===== src/rtl/count_chk_pkg.sv =====
// count_chk_pkg: shared FSM states, direction-mode encodings and counter width
package count_chk_pkg;
  localparam int CNT_W = 4;
  localparam logic [1:0] MODE_AUTO = 2'b00;
  localparam logic [1:0] MODE_UP   = 2'b01;
  localparam logic [1:0] MODE_DOWN = 2'b10;
  typedef enum logic [1:0] {ST_UNSYNC, ST_SYNC, ST_LOCKED} state_t;
endpackage


===== src/rtl/step_classifier.sv =====
// step_classifier: classifies a mod-16 counter step as up, down and wrap
module step_classifier
  import count_chk_pkg::*;
(
  input  logic [CNT_W-1:0] prev,
  input  logic [CNT_W-1:0] count,
  output logic             is_up,
  output logic             is_down,
  output logic             is_wrap_up,
  output logic             is_wrap_down
);
  assign is_up        = count == CNT_W'(prev + 1'b1);
  assign is_down      = count == CNT_W'(prev - 1'b1);
  assign is_wrap_up   = is_up && prev == '1;
  assign is_wrap_down = is_down && prev == '0;
endmodule


===== config.mk =====
export PLATFORM = sky130hd
export DESIGN_NAME = step_classifier
export DESIGN_NICKNAME = d
export VERILOG_FILES = /design/src/rtl/count_chk_pkg.sv /design/src/rtl/step_classifier.sv
export SDC_FILE = /design/constraint.sdc
export NUM_CORES = 1
export LEC_CHECK = 0
export BUFFER_PORTS_ARGS = -buffer_cell sky130_fd_sc_hd__buf_2
export CAP_MARGIN = 20
export CORE_AREA = 10 10 47 49
export DETAILED_ROUTE_END_ITERATION = 10
export DIE_AREA = 0 0 57 59
export MAX_ROUTING_LAYER = met4
export PLACE_DENSITY_LB_ADDON = 0.05
export SETUP_SLACK_MARGIN = 0.3
export SYNTH_ARGS = -nofsm -noshare
export SYNTH_HDL_FRONTEND = slang
export SYNTH_SLANG_ARGS = --single-unit

===== constraint.sdc =====
create_clock -name vclk -period 1.51
set_clock_uncertainty 0.2 [all_clocks]
set_input_delay 0.151 -clock vclk [all_inputs]
set_output_delay 0.151 -clock vclk [all_outputs]
set_load 0.02 [all_outputs]

[After elaboration in Yosys (flattened, before gate mapping)]
Cells that the tools add are included.
Cells by class
  $add $sub $neg: 2
  equal/unequal tests: 3
  reductions and logical operators: 3
Operator list (number)
  4-bit equality test: 2
  4-bit by 1-bit adder with 4-bit output, second input constant: 1
  4-bit equality test, second input constant: 1
  4-bit zero test: 1
  4-bit by 1-bit subtractor with 4-bit output, second input constant: 1
  1-bit logical AND: 2
Storage, ports and cells
  bits in registers: 0
  input bits: 8
  output and inout bits: 4
  logic and storage cells: 8

[Depth between registers and ports, before layout]
Gate-level depths: netlist (run 1).
  depth in word-level cells: 3
  depth in mapped cells: 5
  depth with buffers taken out: 5

[Worst setup path before layout (run 1)]
OpenSTA, ideal clock, no wires.
  kind: input -> output
  from: input port prev[0]
  to: output port is_down
  arrival: 1.273 ns
  required time: 1.159 ns
  setup slack: -0.114 ns
  stages on the path: 5
  cell sequence: inv_1 ha_1 xnor2_1 nand2b_1 nor3_1
Between the ends
  cells in the longest elaborated chain, start to end: 2
Ends and longest elaborated chain
  start: declaration: line step_classifier.sv:5  | input logic [CNT_W-1:0] prev,
  4-bit by 1-bit subtractor with 4-bit output: line step_classifier.sv:13  | assign is_down = count == CNT_W'(prev - 1'b1);
  4-bit equality test: line step_classifier.sv:13
  end: declaration: line step_classifier.sv:8  | output logic is_down,
Every way passes these cells.

[Worst setup path in the final report (run 1)]
  from: input port prev[1]
  to: output port is_up
Between the ends
  cells in the longest elaborated chain, start to end: 2
Ends and longest elaborated chain
  4-bit by 1-bit adder with 4-bit output: line step_classifier.sv:12  | assign is_up = count == CNT_W'(prev + 1'b1);
  4-bit equality test: line step_classifier.sv:12
  end: declaration: line step_classifier.sv:7  | output logic is_up,
Every way passes these cells.

==> run metrics, run 1 <==
status finished, final reports clean; largest net degree at the start of global routing 6; Register Area 0 um^2; Hold Path Stages 4; setup TNS 0 ps; layout overhead on the synthesized area 138%; Max Fclk 691 MHz; RSZ-0062 raised after global routing true; Synth Instances 25; Max-Cap Viols 0; first-pass GRT wire length 966 um; CP endpoint kind output pin; most common cell after layout, fill and taps aside buf_2; hold_buf cts 0; Starting Density 0.135; routed vias 205; design area 450 um^2; post-layout min period 1450 ps; FP Rows 14; area leader, netlist xnor2_1; Hold Path Class input pin to output pin; Final Wtd Congestion 0.741; final hold vios 0; DRC Markers 0; wire per inst 10.7 um; Placed Area 364 um^2; clock buf count 0; First-pass DRT Iterations 1; DIE WIDTH 57 um; Synth top area share 0.278; Core Region 0.00140 mm^2; distinct cell type count after synthesis 11; vias per inst 3.87; vias in the first global route 218; Die H 59 um; leakage power 0.186 nW; final net count 50; Seq cells 0; startpoint types input pin; ANT nets after route 0; Cell Area, Synth 189 um^2; register area share after synthesis 0; final WL 567 um; Crit path arrival time 1100 ps; Slew Limit Fails 0; Required @ worst endpoint 1160 ps; Post-CTS Setup Bufs 0; max_slew headroom 0.721; commonest cells after routing, fill and taps aside buf_2 (6), xnor2_1 (4), nor3_4 (4), buf_6 (4); GRT Resource Usage Total 0.0346; Crit Path Category input pin to output pin; port buffer count 12; critical-path maximum fanout 4; Peak VDD IR 145 uV; Final period util 0.958; I/O pin cnt 12; total power 0.157 mW; Final Setup Violations 0; total gr overflow 0; fraction of layout cells with a size suffix above 1 0.730; First DRT Iteration DRCs 0; DPL Wire Length 546 um; Syn Nets 36; Ys Warns 0; Synth area leaders xnor2_1 (28%), ha_1 (20%), nor3_1 (13%); mean post-synth cell area 7.56 um^2; initial antenna violation count 0; pwr/cell area 349 mW/mm^2; n_diodes 0; Slew @ Worst Pin 418 ps; die area 0.00336 mm^2
-- Yosys cell counts, drive strengths merged --
| master | instances |
|---|---|
| nand3 | 2 |
| nand2b | 1 |
| nand2 | 1 |
| xor2 | 3 |
| ha | 3 |
| nand4b | 1 |
| xnor2 | 6 |
| nor2 | 1 |
| inv | 2 |
| nor3 | 5 |
-- what timing repair did --
item / 4_1_cts / 5_1_grt
endpoints found under the hold margin: 0 / 0
gates resized for setup: 20 / 0
endpoints found under the setup margin: 4 / 4
pin swaps: 2 / 0
-- layer usage --
| layer | routed length (um) | track usage | vias to the layer above |
|---|---|---|---|
| met4 | 0 | 0 | 0 |
| met3 | 31 | 0.00429 | 0 |
| li1 | - | - | 106 |
| met2 | 326 | 0.0713 | 8 |
| met5 | 0 | - | - |
| met1 | 210 | 0.0354 | 91 |
-- worst paths after layout --
kind	start	slack, ps	endpoint
setup / recovery	prev[1]	60	is_up
hold / removal	prev[3]	540	is_wrap_up
-- final cells by class --
class | instances | area [um^2]
repair buffers | 12 | 110
fillers | 154 | 951
well taps | 16 | 20.0
multi-input cells | 23 | 295
inverters | 2 | 25.0
-- power breakdown --
part	total [mW]	internal, mW	switching (mW)
Combinational	0.157	0.0748	0.0825
Clock	0	0	0
Sequential	0	0	0
-- logic make-up after synthesis --
kind of cell	share of synthesized area
adder cells (fa/ha/maj)	0.199
XOR/XNOR	0.457
buffers and inverters	0.0397
AND/OR/NAND/NOR	0.305
-- metrics by stage --
stage | setup WS [ps] | std cells | hold WS [ps] | utilization
global route | 30.8 | 53 | 567 | 0.321
detailed placement | -66.5 | 53 | 572 | 0.260
finish | 63.6 | 53 | 540 | 0.321
floorplan | 254 | 25 | 283 | -
global placement | -60.8 | 53 | 574 | 0.260
CTS | 51.6 | 53 | 546 | 0.321
-- critical path, stage by stage --
cell	delay, ps
buf_12	100
inv_12	30
ha_4	240
xnor2_4	170
nand2_4	90
nor3_4	180
buf_6	140
Power figures use the tool's default switching activity.
==> inputs of run 2 (changes only) <==
Clock period 1.51 ns to 1.3 ns, I/O delays scaled along.
==> run 2 against run 1 <==
The flow now finishes with violations (setup timing). First-iteration DRC count stayed put. Worst setup slack worse by 150 ps. Via count is 11% higher. Core utilization is 5.0 points higher. Routed wire length is 10% higher. Clock-buffer cell count stayed put. Total power is 34% higher. Final cell count is 11% higher. Worst hold slack worse by 29 ps. Combinational power is 34% higher. Critical endpoint is now is_down. Largest cell class unchanged.
==> run metrics, run 2 (synthesized netlist as in run 1, its figures left out) <==
commonest cells after routing, fill and taps aside buf_2 (6), buf_6 (5), buf_4 (5), xnor2_1 (4), nor3_4 (4); Hold WS 511 ps (-28.6 ps); Required @ worst endpoint 970 ps (-190 ps); Seq pwr share 0 (unchanged); Crit Path Category input pin to output pin; Clk network pwr share 0 (unchanged); layout overhead on the synthesized area 175%; First-pass DRT Iterations 1 (unchanged); Core Region 0.00140 mm^2 (unchanged); Seq cells 0 (unchanged); final WL 625 um (+10%); sw frac 0.481 (-0.0429); Net Sw Power 0.102 mW (+23%); final hold vios 0 (unchanged); Worst path slowest cell ha_4; Final period util 1.07; startpoint types input pin; leakage power 0.216 nW (+16%); Die H 59 um (unchanged); ANT nets after route 0 (unchanged); Slew Limit Fails 0 (unchanged); Final Non-Filler Cells 59 (+11%); max_slew headroom 0.797 (+0.0768); Crit path arrival time 1050 ps (-50 ps); Max Fclk 722 MHz; setup ws final -84.5 ps (-148 ps); pwr/cell area 406 mW/mm^2 (+16%); FP Rows 14 (unchanged); largest net degree at the start of global routing 6 (unchanged); vias in the first global route 265 (+22%); design area 520 um^2 (+16%); Fill cells 159 (+3.2%); critical path endpoint is_down; failing checks setup timing; setup TNS -291 ps (-291 ps); GRT Resource Usage Total 0.0387 (+0.00414); wire per inst 10.6 um (-0.98%); clock buf count 0 (unchanged); Final Wtd Congestion 0.755 (+2.0%); Worst path max stage delay 240 ps (about the same); CP endpoint kind output pin; Starting Density 0.135 (unchanged); pre-CTS WS -240 ps (-174 ps); Register Area 0 um^2 (unchanged); RSZ-0062 raised after global routing true; Critical Path Start prev[1]; Final Setup Violations 4 (+4); post-layout min period 1380 ps; most common cell after layout, fill and taps aside buf_2; First DRT Iteration DRCs 0 (unchanged); first-pass GRT wire length 1.09 mm (+13%); dpl cells 58 (+9.4%); area taken by multi-input logic gates 312 um^2 (+5.5%); port buffer count 12 (unchanged); Max-Cap Viols 0 (unchanged); total gr overflow 0 (unchanged); Slew @ Worst Pin 302 ps (-115 ps); die area 0.00336 mm^2 (unchanged); Gate power share 1.000 (about the same); Peak VDD IR 130 uV (-10%); I/O pin cnt 12 (unchanged); Hold Path Class input pin to output pin; n_diodes 0 (unchanged); Internal 0.110 mW (+46%); status finished with violations; crit-path cells buf_12 -> inv_12 -> ha_4 -> xnor2_4 -> nand2b_4 -> nor3_4 -> buf_6; vias per inst 3.85 (-0.53%); routed vias 227 (+11%); final net count 56 (+12%); DPL Wire Length 567 um (+3.7%); critical-path maximum fanout 4 (unchanged); initial antenna violation count 0 (unchanged); fraction of layout cells with a size suffix above 1 0.767 (+0.0377); Placed Area 402 um^2 (+10%); DIE WIDTH 57 um (unchanged); DRC Markers 0 (unchanged)
-- run 2: changes by cell type in the layout (fill, tap and decap cells not counted) --
cell / delta
ha_4: +1
buf_8: -1
xor2_4: +1
nand2_2: +1
ha_2: -1
buf_4: +5
buf_12: +1
xor2_2: -1
buf_6: +1
nand2_4: -1
-- run 2: what timing repair did --
action,in CTS,in global routing
setup buffers,1,0
gates resized for setup,23,0
endpoints found under the setup margin,4,4
gates cloned,0,0
pin swaps,2,0
hold buffers,0,0
-- run 2: worst min path at each step --
stage / start / to / slack [ps] / cells past startpoint
floorplan: prev[2] / is_wrap_up / 240 / 2
detailed placement: count[2] / is_wrap_up / 540 / 4
finish: count[2] / is_wrap_up / 510 / 4
global route: count[2] / is_wrap_up / 540 / 4
global placement: count[2] / is_wrap_up / 530 / 4
CTS: count[2] / is_wrap_up / 510 / 4
-- run 2: critical path, delay by kind of cell --
kind          cells  cell delay (ps)
simple gates      2              280
buf+inv           3              270
fa+ha+maj         1              240
xor+xnor          1              130
-- run 2: power groups by stage --
stage	combinational [mW]	sequential (mW)	clock, mW
after global routing	0.228	0	0
after global placement	0.161	0	0
after floorplan	0.109	0	0
after detailed placement	0.163	0	0
after CTS	0.214	0	0
final	0.211	0	0
-- run 2: final cells by class --
| type | count | area share |
|---|---|---|
| inverters | 2 | 0.0481 |
| multi-input cells | 23 | 0.599 |
| well taps | 16 | 0.0385 |
| repair buffers | 18 | 0.315 |
-- run 2: stage by stage --
stage,util,total power [mW]
3_3_place_gp,0.287,0.161
6_report,0.371,0.211
4_1_cts,0.371,0.214
5_1_grt,0.371,0.228
2_1_floorplan,-,0.109
3_5_place_dp,0.287,0.163
-- run 2: layer usage --
metal  track usage  up-vias  part of all wire
met4             0        0                 0
li1              -      120                 -
met5             -        -                 0
met3       0.00215        0             0.022
met2        0.0822        6              0.59
met1        0.0394      101              0.39
==> inputs of run 3 (changes only) <==
Settings changed: GPL_TIMING_DRIVEN set to 0.
==> run 3 against run 2 <==
The run still ends with setup timing left. Die area is the same. Via count shrank 8.8%. Total power shrank 13%. Routed wire length shrank 13%. Combinational power shrank 13%. Clock-buffer cell count is the same. First-iteration DRC count is the same. Non-clock buffer count shrank 6. Worst setup slack lost 3.3 ps. Critical path depth is the same.
==> run metrics, run 3 (synthesized netlist as in run 1, its figures left out) <==
initial antenna violation count 0 (unchanged); final WL 543 um (-13%); DIE WIDTH 57 um (unchanged); DPL Wire Length 537 um (-5.2%); FP Rows 14 (unchanged); Hold WS 510 ps (-1.13 ps); Hold Path Class input pin to output pin; buffers and inverters on the worst path 3 (unchanged); crit-path cells buf_12 -> inv_12 -> ha_4 -> xnor2_4 -> nand2b_4 -> nor3_4 -> buf_6; die area 0.00336 mm^2 (unchanged); Starting Density 0.135 (unchanged); Final Util 0.330 (-0.0411); Crit path arrival time 1060 ps (about the same); final hold vios 0 (unchanged); Max-Cap Viols 0 (unchanged); Seq cells 0 (unchanged); clock buf count 0 (unchanged); Final Setup Violations 4 (unchanged); vias in the first global route 236 (-11%); layout overhead on the synthesized area 145%; max_slew headroom 0.786 (-0.0113); GRT Resource Usage Total 0.0347 (-0.00399); ANT nets after route 0 (unchanged); critical-path maximum fanout 4 (unchanged); first-pass GRT wire length 1.00 mm (-8.3%); routed wl met3 29 um (+110%); total gr overflow 0 (unchanged); Met1 Wirelength 217 um (-11%); post-layout min period 1390 ps (+3.30 ps); Peak VDD IR 133 uV (+2.5%); Max Fclk 721 MHz (-0.24%); Slew Limit Fails 0 (unchanged); most common cell after layout, fill and taps aside buf_2; hold_buf cts 0 (unchanged); Required @ worst endpoint 970 ps (about the same); leakage power 0.186 nW (-14%); Final Wtd Congestion 0.668 (-12%); WL met2 296 um (-19%); fraction of layout cells with a size suffix above 1 0.730 (-0.0377); port buffer count 12 (unchanged); pwr/cell area 395 mW/mm^2 (-2.7%); CP endpoint kind output pin; First DRT Iteration DRCs 0 (unchanged); status finished with violations; RSZ-0062 raised after global routing true; largest net degree at the start of global routing 6 (unchanged); Final period util 1.07 (+0.00254); Max Used Layer met3; critical path's top delay family simple AND/OR/NAND/NOR gates; Register Area 0 um^2 (unchanged); Slew @ Worst Pin 320 ps (+17.4 ps); startpoint types input pin; First-pass DRT Iterations 1 (unchanged); DRC Markers 0 (unchanged); Core Region 0.00140 mm^2 (unchanged); Worst path slowest cell ha_4; wire per inst 10.2 um (-3.3%); setup ws final -87.8 ps (-3.30 ps); Worst path max stage delay 240 ps (about the same); commonest cells after routing, fill and taps aside buf_2 (6), xnor2_1 (4), nor3_4 (4), buf_6 (4); final net count 50 (-11%); Crit Path Category input pin to output pin; n_diodes 0 (unchanged); Die H 59 um (unchanged); I/O pin cnt 12 (unchanged); vias per inst 3.91 (+1.5%); routed vias 207 (-8.8%); failing checks setup timing
==> run 3: cell count changes in the layout (fill, tap and decap cells not counted), sizes merged <==
cell and change:
buf -6
==> run 3: stage by stage <==
stage | power (mW) | TNS [ps] | cell area (um^2) | cells | worst slack [ps]
finish | 0.183 | -298 | 463 | 53 | -87.8
CTS | 0.186 | -360 | 460 | 53 | -98.3
global route | 0.198 | -495 | 463 | 53 | -134
global placement | 0.147 | -904 | 364 | 53 | -231
detailed placement | 0.149 | -949 | 364 | 53 | -242
floorplan | 0.109 | 0 | 284 | 25 | 86.0
==> run 3: layer usage <==
layer	vias up	GRT usage
met4	0	0
met5	-	-
met3	0	0.00429
li1	108	-
met1	93	0.0394
met2	6	0.0667
==> run 3: tightest hold or removal path, cell delays in order <==
cell	delay, ps
buf_2	120
nand4b_1	150
nor3_4	60
buf_6	120
==> run 3: cell type report <==
class / instances / area (um^2)
Inverter: 2 / 27.5
Fill cell: 145 / 938
Timing Repair Buffer: 12 / 115
Multi-Input combinational cell: 23 / 300
Tap cell: 16 / 20.0
==> run 3: final timing paths <==
check,start,end,slack (ps),cells past startpoint
hold / removal,prev[3],is_wrap_up,510,4
setup / recovery,prev[1],is_wrap_down,-90,7
==> run 3: power breakdown <==
part | total [mW] | switching, mW | internal, mW
combinational | 0.183 | 0.0946 | 0.0884
sequential | 0 | 0 | 0
clock | 0 | 0 | 0
==> run 3: repair_timing <==
action | CTS | global route
setup buffers | 0 | 0
gates resized for setup | 21 | 1
endpoints found under the setup margin | 4 | 4
pin swaps | 1 | 0
